File: config.mk
export PLATFORM = sky130hd
export DESIGN_NAME = fetch_stage_flat
export DESIGN_NICKNAME = d
export VERILOG_FILES = /design/src/rtl/fetch_stage_pkg.sv /design/src/rtl/fetch_stage_if.sv /design/src/rtl/fetch_stage_pc_ctrl.sv /design/src/rtl/fetch_stage.sv /design/src/flat_wrapper.sv
export SDC_FILE = /design/constraint.sdc
export NUM_CORES = 1
export LEC_CHECK = 0
export ABC_AREA = 1
export CELL_PAD_IN_SITES_DETAIL_PLACEMENT = 0
export CELL_PAD_IN_SITES_GLOBAL_PLACEMENT = 1
export CORE_MARGIN = 1
export CORE_UTILIZATION = 34
export CTS_CLUSTER_SIZE = 28
export DETAILED_ROUTE_END_ITERATION = 12
export GPL_ROUTABILITY_DRIVEN = 1
export PLACE_DENSITY = 0.91
export SLEW_MARGIN = 20
export SYNTH_ARGS = -nofsm -noshare
export SYNTH_HDL_FRONTEND = slang
export SYNTH_SLANG_ARGS = --single-unit
File: constraint.sdc
create_clock -name clk -period 2.17 [get_ports clk]
set_clock_uncertainty 0.05 [all_clocks]
set_input_delay 0.434 -clock clk [delete_from_list [all_inputs] [get_ports clk]]
set_output_delay 0.434 -clock clk [all_outputs]
set_load 0.005 [all_outputs]
File: src/rtl/fetch_stage_pkg.sv
// Shared fetch-stage definitions: FSM encoding and word-address constants.
package fetch_stage_pkg;

  typedef enum logic [1:0] {
    ST_BOOT = 2'd0,
    ST_RUN  = 2'd1,
    ST_PEND = 2'd2
  } fetch_state_e;

  localparam logic [31:0] NOP_INSTR = 32'h0000_0000;
  localparam logic [31:0] WORD_STEP = 32'd4;

  function automatic logic [31:0] word_align(input logic [31:0] addr);
    return {addr[31:2], 2'b00};
  endfunction

endpackage

File: src/rtl/fetch_stage_if.sv
// Hazard, redirect, instruction-memory and IF/ID signals of the fetch stage.
interface fetch_stage_if #(
  parameter int IMEM_AW = 9,
  parameter int CNT_W   = 16
);
  logic               pc_enable;
  logic               load_enable;
  logic               nop_signal;
  logic               branch_taken;
  logic [31:0]        target_addr;
  logic [IMEM_AW-1:0] imem_addr;
  logic [31:0]        imem_data;
  logic [31:0]        pc;
  logic [31:0]        npc;
  logic [31:0]        ifid_instruction;
  logic [31:0]        ifid_pc;
  logic               ifid_valid;
  logic               redirect_pending;
  logic               misalign_err;
  logic [CNT_W-1:0]   fetch_count;
  logic [CNT_W-1:0]   stall_count;

  modport master (
    input  pc_enable, load_enable, nop_signal, branch_taken, target_addr, imem_data,
    output imem_addr, pc, npc, ifid_instruction, ifid_pc, ifid_valid,
           redirect_pending, misalign_err, fetch_count, stall_count
  );

  modport slave (
    output pc_enable, load_enable, nop_signal, branch_taken, target_addr, imem_data,
    input  imem_addr, pc, npc, ifid_instruction, ifid_pc, ifid_valid,
           redirect_pending, misalign_err, fetch_count, stall_count
  );
endinterface

File: src/rtl/fetch_stage_pc_ctrl.sv
// PC/nPC pair with delay-slot sequencing and a one-deep buffer for redirects seen during a stall.
//   state | meaning
//   BOOT  | first cycle after reset, PC held, redirects ignored
//   RUN   | normal fetch, redirects applied to nPC immediately
//   PEND  | stalled with a redirect target buffered until pc_enable
module fetch_pc_ctrl
  import fetch_stage_pkg::*;
#(
  parameter logic [31:0] RESET_PC = 32'd0
) (
  input  logic         clk,
  input  logic         reset,
  input  logic         pc_enable,
  input  logic         branch_taken,
  input  logic [31:0]  target_addr,
  output logic [31:0]  pc,
  output logic [31:0]  npc,
  output fetch_state_e state,
  output logic         redirect_pending,
  output logic         misalign_err
);

  fetch_state_e state_q, state_d;
  logic [31:0]  pc_q, pc_d;
  logic [31:0]  npc_q, npc_d;
  logic [31:0]  pend_target_q, pend_target_d;
  logic         misalign_q, misalign_d;
  logic [31:0]  tgt_aligned;
  logic         tgt_misaligned;

  assign tgt_aligned    = word_align(target_addr);
  assign tgt_misaligned = (target_addr[1:0] != 2'b00);

  always_ff @(posedge clk) begin
    if (reset) begin
      state_q       <= ST_BOOT;
      pc_q          <= RESET_PC;
      npc_q         <= RESET_PC + WORD_STEP;
      pend_target_q <= '0;
      misalign_q    <= 1'b0;
    end else begin
      state_q       <= state_d;
      pc_q          <= pc_d;
      npc_q         <= npc_d;
      pend_target_q <= pend_target_d;
      misalign_q    <= misalign_d;
    end
  end

  always_comb begin
    state_d = state_q;
    case (state_q)
      ST_BOOT: state_d = ST_RUN;
      ST_RUN:  if (!pc_enable && branch_taken) state_d = ST_PEND;
      ST_PEND: if (pc_enable) state_d = ST_RUN;
      default: state_d = ST_BOOT;
    endcase
  end

  // A redirect arriving on the release cycle is newer than the buffered one, so it wins.
  always_comb begin
    pc_d          = pc_q;
    npc_d         = npc_q;
    pend_target_d = pend_target_q;
    misalign_d    = misalign_q;
    case (state_q)
      ST_RUN: begin
        if (pc_enable) begin
          pc_d  = npc_q;
          npc_d = branch_taken ? tgt_aligned : npc_q + WORD_STEP;
        end else if (branch_taken) begin
          pend_target_d = tgt_aligned;
        end
        if (branch_taken && tgt_misaligned) misalign_d = 1'b1;
      end
      ST_PEND: begin
        if (pc_enable) begin
          pc_d  = npc_q;
          npc_d = branch_taken ? tgt_aligned : pend_target_q;
        end else if (branch_taken) begin
          pend_target_d = tgt_aligned;
        end
        if (branch_taken && tgt_misaligned) misalign_d = 1'b1;
      end
      default: ;
    endcase
  end

  always_comb begin
    pc               = pc_q;
    npc              = npc_q;
    state            = state_q;
    redirect_pending = (state_q == ST_PEND);
    misalign_err     = misalign_q;
  end

endmodule

File: src/rtl/fetch_stage.sv
// MIPS instruction-fetch stage: PC control, IF/ID output registers and saturating fetch/stall counters.
module fetch_stage
  import fetch_stage_pkg::*;
#(
  parameter int          IMEM_AW  = 9,
  parameter logic [31:0] RESET_PC = 32'd0,
  parameter int          CNT_W    = 16
) (
  input  logic          clk,
  input  logic          reset,
  fetch_stage_if.master bus
);

  logic [31:0]      pc, npc;
  fetch_state_e     state;
  logic             redirect_pending, misalign_err;
  logic [31:0]      ifid_instr_q, ifid_instr_d;
  logic [31:0]      ifid_pc_q, ifid_pc_d;
  logic             ifid_valid_q, ifid_valid_d;
  logic [CNT_W-1:0] fetch_count_q, fetch_count_d;
  logic [CNT_W-1:0] stall_count_q, stall_count_d;

  fetch_pc_ctrl #(.RESET_PC(RESET_PC)) u_pc_ctrl (
    .clk              (clk),
    .reset            (reset),
    .pc_enable        (bus.pc_enable),
    .branch_taken     (bus.branch_taken),
    .target_addr      (bus.target_addr),
    .pc               (pc),
    .npc              (npc),
    .state            (state),
    .redirect_pending (redirect_pending),
    .misalign_err     (misalign_err)
  );

  always_ff @(posedge clk) begin
    if (reset) begin
      ifid_instr_q  <= NOP_INSTR;
      ifid_pc_q     <= '0;
      ifid_valid_q  <= 1'b0;
      fetch_count_q <= '0;
      stall_count_q <= '0;
    end else begin
      ifid_instr_q  <= ifid_instr_d;
      ifid_pc_q     <= ifid_pc_d;
      ifid_valid_q  <= ifid_valid_d;
      fetch_count_q <= fetch_count_d;
      stall_count_q <= stall_count_d;
    end
  end

  // BOOT leaves the reset bubble in IF/ID; counters stop at all-ones.
  always_comb begin
    ifid_instr_d  = ifid_instr_q;
    ifid_pc_d     = ifid_pc_q;
    ifid_valid_d  = ifid_valid_q;
    fetch_count_d = fetch_count_q;
    stall_count_d = stall_count_q;
    if (state != ST_BOOT) begin
      if (bus.load_enable) begin
        ifid_pc_d = pc;
        if (bus.nop_signal) begin
          ifid_instr_d = NOP_INSTR;
          ifid_valid_d = 1'b0;
        end else begin
          ifid_instr_d = bus.imem_data;
          ifid_valid_d = 1'b1;
          if (!(&fetch_count_q)) fetch_count_d = fetch_count_q + CNT_W'(1);
        end
      end
      if (!bus.pc_enable && !(&stall_count_q)) stall_count_d = stall_count_q + CNT_W'(1);
    end
  end

  assign bus.imem_addr        = pc[IMEM_AW-1:0];
  assign bus.pc               = pc;
  assign bus.npc              = npc;
  assign bus.ifid_instruction = ifid_instr_q;
  assign bus.ifid_pc          = ifid_pc_q;
  assign bus.ifid_valid       = ifid_valid_q;
  assign bus.redirect_pending = redirect_pending;
  assign bus.misalign_err     = misalign_err;
  assign bus.fetch_count      = fetch_count_q;
  assign bus.stall_count      = stall_count_q;

endmodule
File: src/flat_wrapper.sv
// flat-port wrapper written by rule: the top's interface ports become plain ports
module fetch_stage_flat import fetch_stage_pkg::*;
#(
  parameter int          IMEM_AW  = 9,
  parameter logic [31:0] RESET_PC = 32'd0,
  parameter int          CNT_W    = 16
)
  (clk, reset, bus_pc_enable, bus_load_enable, bus_nop_signal, bus_branch_taken, bus_target_addr, bus_imem_data, bus_imem_addr, bus_pc, bus_npc, bus_ifid_instruction, bus_ifid_pc, bus_ifid_valid, bus_redirect_pending, bus_misalign_err, bus_fetch_count, bus_stall_count);
  fetch_stage_if #(.IMEM_AW(IMEM_AW), .CNT_W(CNT_W)) bus_i ();
  input  logic clk;
  input  logic reset;
  input wire logic [$bits(bus_i.pc_enable)-1:0] bus_pc_enable;
  input wire logic [$bits(bus_i.load_enable)-1:0] bus_load_enable;
  input wire logic [$bits(bus_i.nop_signal)-1:0] bus_nop_signal;
  input wire logic [$bits(bus_i.branch_taken)-1:0] bus_branch_taken;
  input wire logic [$bits(bus_i.target_addr)-1:0] bus_target_addr;
  input wire logic [$bits(bus_i.imem_data)-1:0] bus_imem_data;
  output wire logic [$bits(bus_i.imem_addr)-1:0] bus_imem_addr;
  output wire logic [$bits(bus_i.pc)-1:0] bus_pc;
  output wire logic [$bits(bus_i.npc)-1:0] bus_npc;
  output wire logic [$bits(bus_i.ifid_instruction)-1:0] bus_ifid_instruction;
  output wire logic [$bits(bus_i.ifid_pc)-1:0] bus_ifid_pc;
  output wire logic [$bits(bus_i.ifid_valid)-1:0] bus_ifid_valid;
  output wire logic [$bits(bus_i.redirect_pending)-1:0] bus_redirect_pending;
  output wire logic [$bits(bus_i.misalign_err)-1:0] bus_misalign_err;
  output wire logic [$bits(bus_i.fetch_count)-1:0] bus_fetch_count;
  output wire logic [$bits(bus_i.stall_count)-1:0] bus_stall_count;
  assign bus_i.pc_enable = bus_pc_enable;
  assign bus_i.load_enable = bus_load_enable;
  assign bus_i.nop_signal = bus_nop_signal;
  assign bus_i.branch_taken = bus_branch_taken;
  assign bus_i.target_addr = bus_target_addr;
  assign bus_i.imem_data = bus_imem_data;
  assign bus_imem_addr = bus_i.imem_addr;
  assign bus_pc = bus_i.pc;
  assign bus_npc = bus_i.npc;
  assign bus_ifid_instruction = bus_i.ifid_instruction;
  assign bus_ifid_pc = bus_i.ifid_pc;
  assign bus_ifid_valid = bus_i.ifid_valid;
  assign bus_redirect_pending = bus_i.redirect_pending;
  assign bus_misalign_err = bus_i.misalign_err;
  assign bus_fetch_count = bus_i.fetch_count;
  assign bus_stall_count = bus_i.stall_count;
  fetch_stage #(.IMEM_AW(IMEM_AW), .RESET_PC(RESET_PC), .CNT_W(CNT_W)) u_core (.clk(clk), .reset(reset), .bus(bus_i));
endmodule
==> results by group <==
Critical path
  • Worst path max stage delay: between 0.5 and 0.6 ns
  • Kind of critical path: reg2out
  • CP top delay family: buffers and inverters
  • CP Buf/Inv Count: 1
  • Reg2Reg Setup Slack: 0.22 ns
  • CP Cell Sequence: clkdlybuf4s50_1
  • Crit end category: primary output
  • WP data required: around 1.7 ns
  • Critical Path AT: approximately 1.5 ns
  • Crit start category: register
  • Reg-to-reg startpoint: u_core.u_pc_ctrl.state[1]$_SDFFE_PP0P_
  • Crit path max fanout: 6
  • CP Launch Point: u_core.u_pc_ctrl.npc[13]$_SDFFE_PP0P_
  • Slowest library cell on the worst path: clkdlybuf4s50_1

Timing
  • Final TNS setup: 0 ns
  • FMAX: between 500 and 600 MHz
  • Final Cycle Share: 91.9%
  • Setup violators final: 0
  • Hold Slack: 0.380 ns
  • Worst slew pin tran: about 0.44 ns
  • RSZ-0062 raised after global routing: false
  • Final hold vios: 0
  • Pins Over Slew Limit: 0
  • Tmin final: 1.99 ns
  • Slew Limit Headroom: a little over two thirds

Clock network
  • Clk slew on worst S/H paths: around 0.070 ns
  • Post-CTS setup buffers: 0
  • CTS resizes: 3
  • Cts hold-fix bufs: 0
  • CTS Buffer Depth: 2
  • H-tree depth: 4
  • TritonCTS clock tree: done
  • CTS Root Cell: clkbuf_16
  • CTS Sinks: 196
  • Cts bufs inserted: 17
  • Clock Latency Late Sink: 0.43 ns

Die
  • Die Area: ~27,000 µm²
  • Cell row count: between 50 and 60
  • CORE AREA: around 26,000 µm²
  • Die Wd: about 160 µm
  • Die H: around 160 µm
  • Starting density of the core: between 30% and 40%
  • Ports: 242

Cells and area
  • Multi-input gate area: 4310 µm²
  • Area Overhead vs Synth: 37.6%
  • Register area: about 4000 µm²
  • Fraction of layout cells with a size suffix above 1: between 6 and 7%
  • Fin nets: roughly 1,600
  • Fillcell total: approximately 2,600
  • Layout Utilization: 47.5%

Synthesis
  • Post-synth cell types: 36
  • Mux cell area share after synthesis: 0%
  • Sequential area share after synthesis: around 44%
  • Largest family of logic cells by synthesized area: simple AND/OR/NAND/NOR gates
  • XOR/XNOR Fraction of Synth Area: 2.25%
  • Compound-Gate Fraction of Synth Area: between 10% and 20%
  • Post-synth EDFFs: 0
  • Seq cells post-synth: between 150 and 200
  • Adder-cell share of the synthesized area: less than 1%
  • Ys flop type: dfxtp_1
  • Post-synthesis cell count: 1,263
  • Synthesis Warnings: 0
  • Cell Area, Synth: around 9000 µm²
  • Simple-gate share of the synthesized area: about a quarter
  • Synth async-reset ratio: 0%
  • Synth Area per Inst: around 7 µm²
  • Post-Syn Nets: 1,340

Route
  • Final wirelength: roughly 28,000 µm
  • Drt first-iter violations: approximately 740
  • Final ANT Viol Nets: 0
  • Count of TritonRoute iterations in the first routing pass: 5
  • Remaining DRCs: 0
  • Via count: 9,085
  • Avg WL per Cell: between 15 and 20 µm
  • Vias per std cell: 4.98

Min path
  • Worst Hold Class: in2reg
  • Min-delay src: bus_branch_taken

Place
  • GP Congestion: approximately 0.89
  • # port buffers: roughly 240
  • Post-DP HPWL: 20,000 µm

Global route
  • Largest net degree at the start of global routing: 82
  • Gr usage total: about a fifth
  • Vias in the first global route: 8,375
  • First-pass GRT wire length: 43,100 µm
  • Remaining Overflow, GRT: 0
  • Initial antenna violation count: 1

Power
  • Peak VDD IR: around 550 µV
  • P_leak: 4.49 nW
  • Pwr Density: about 1000 nW/µm²

Run
  • MaxCap Viol Count: 0

Status
  • Status: finished, final reports clean
cells in the final DEF, fill, tap and decap left out, types with 2 or more instances in the layout:
cell type          n
a31oi_1            2
o21ai_1            2
clkdlybuf4s50_1  238
a21oi_1          127
o21ai_0          122
inv_2              6
bufinv_16          2
buf_2              2
nand3_1           56
nor2_1           183
clkinv_2           2
xor2_1            15
xnor2_1            8
nor2_4             8
dfxtp_1          196
nor3_1            19
clkbuf_16         17
inv_6              4
buf_12             9
a21oi_2            7
nand2_2            7
buf_4             18
ha_1               6
o211ai_1           6
nand4_1            7
nor2_2             9
nand2_1          261
a211oi_1          36
clkinvlp_4         3
inv_1             95
worst paths after layout:
kind / cells past startpoint / end
worst max register to register: 9 / u_core.u_pc_ctrl.npc[20]$_SDFFE_PP0P_
worst min register to register: 2 / u_core.u_pc_ctrl.misalign_err$_SDFFE_PP0P_
worst min-delay path: 3 / u_core.u_pc_ctrl.misalign_err$_SDFFE_PP0P_
worst max-delay path: 1 / bus_npc[13]
logic make-up after synthesis:
| logic type | after synthesis |
|---|---|
| and+or+nand+nor | 555 |
| AOI/OAI and AO/OA | 306 |
| DFF | 196 |
| buffers and inverters | 176 |
| xor gates and xnor gates | 23 |
| adders and majority gates | 7 |
flip-flops by register name, indices dropped and copies added (netlist names):
register	count
u_core.u_pc_ctrl.pend_target_q	32
u_core.bus.fetch_count	16
u_core.bus.stall_count	16
u_core.u_pc_ctrl.npc	32
u_core.bus.ifid_pc	32
u_core.u_pc_ctrl.state	2
u_core.u_pc_ctrl.pc	32
u_core.bus.ifid_valid	1
u_core.bus.ifid_instruction	32
u_core.u_pc_ctrl.misalign_err	1
cell type report:
cell class              instances  share of cell area (%)
multi-input cells             891                    34.9
flip-flops and latches        196                    31.8
repair buffers                268                    22.0
clock buffers                  19                    3.59
well taps                     335                    3.40
inverters                     102                    3.10
clock inverters                13                    1.20
diodes                          1                  0.0203
metrics by stage:
stage / setup WS, ns / instances / area, µm² / power [mW]
finish: 0.176 / 1825 / 12300 / 12.9
global route: 0.00490 / 1825 / 12300 / 13.7
CTS: 0.152 / 1824 / 12300 / 13.0
detailed placement: 0.133 / 1792 / 11700 / 9.73
global placement: 0.192 / 1792 / 11700 / 9.67
floorplan: 0.500 / 1263 / 8970 / 7.22
layer usage:
layer  GRT usage (%)  vias up  wire length (µm)
li1                -     4557                 -
met1            25.1     4222             11700
met2            35.2      284             13600
met3            4.52       22              1850
met4            5.55        0               405
met5               0        -                 0
power by group:
group	total, mW	switching [mW]	internal [mW]
Combinational	4.47	2.24	2.23
Clock	3.22	1.47	1.75
Sequential	5.17	0.757	4.41
cell usage after synthesis (all sizes together), types with 15 or more instances:
library cell | count | share of area (%)
a211oi | 36 | 3.0
a21oi | 134 | 7.8
buf | 42 | 2.8
clkbuf | 32 | 1.3
dfxtp | 196 | 44
inv | 101 | 4.2
nand2 | 269 | 12
nand3 | 57 | 3.2
nor2 | 201 | 9.5
nor3 | 19 | 1.1
o21ai | 125 | 7.0
xor2 | 15 | 1.5
No activity file was read; power rests on OpenSTA's default activity.
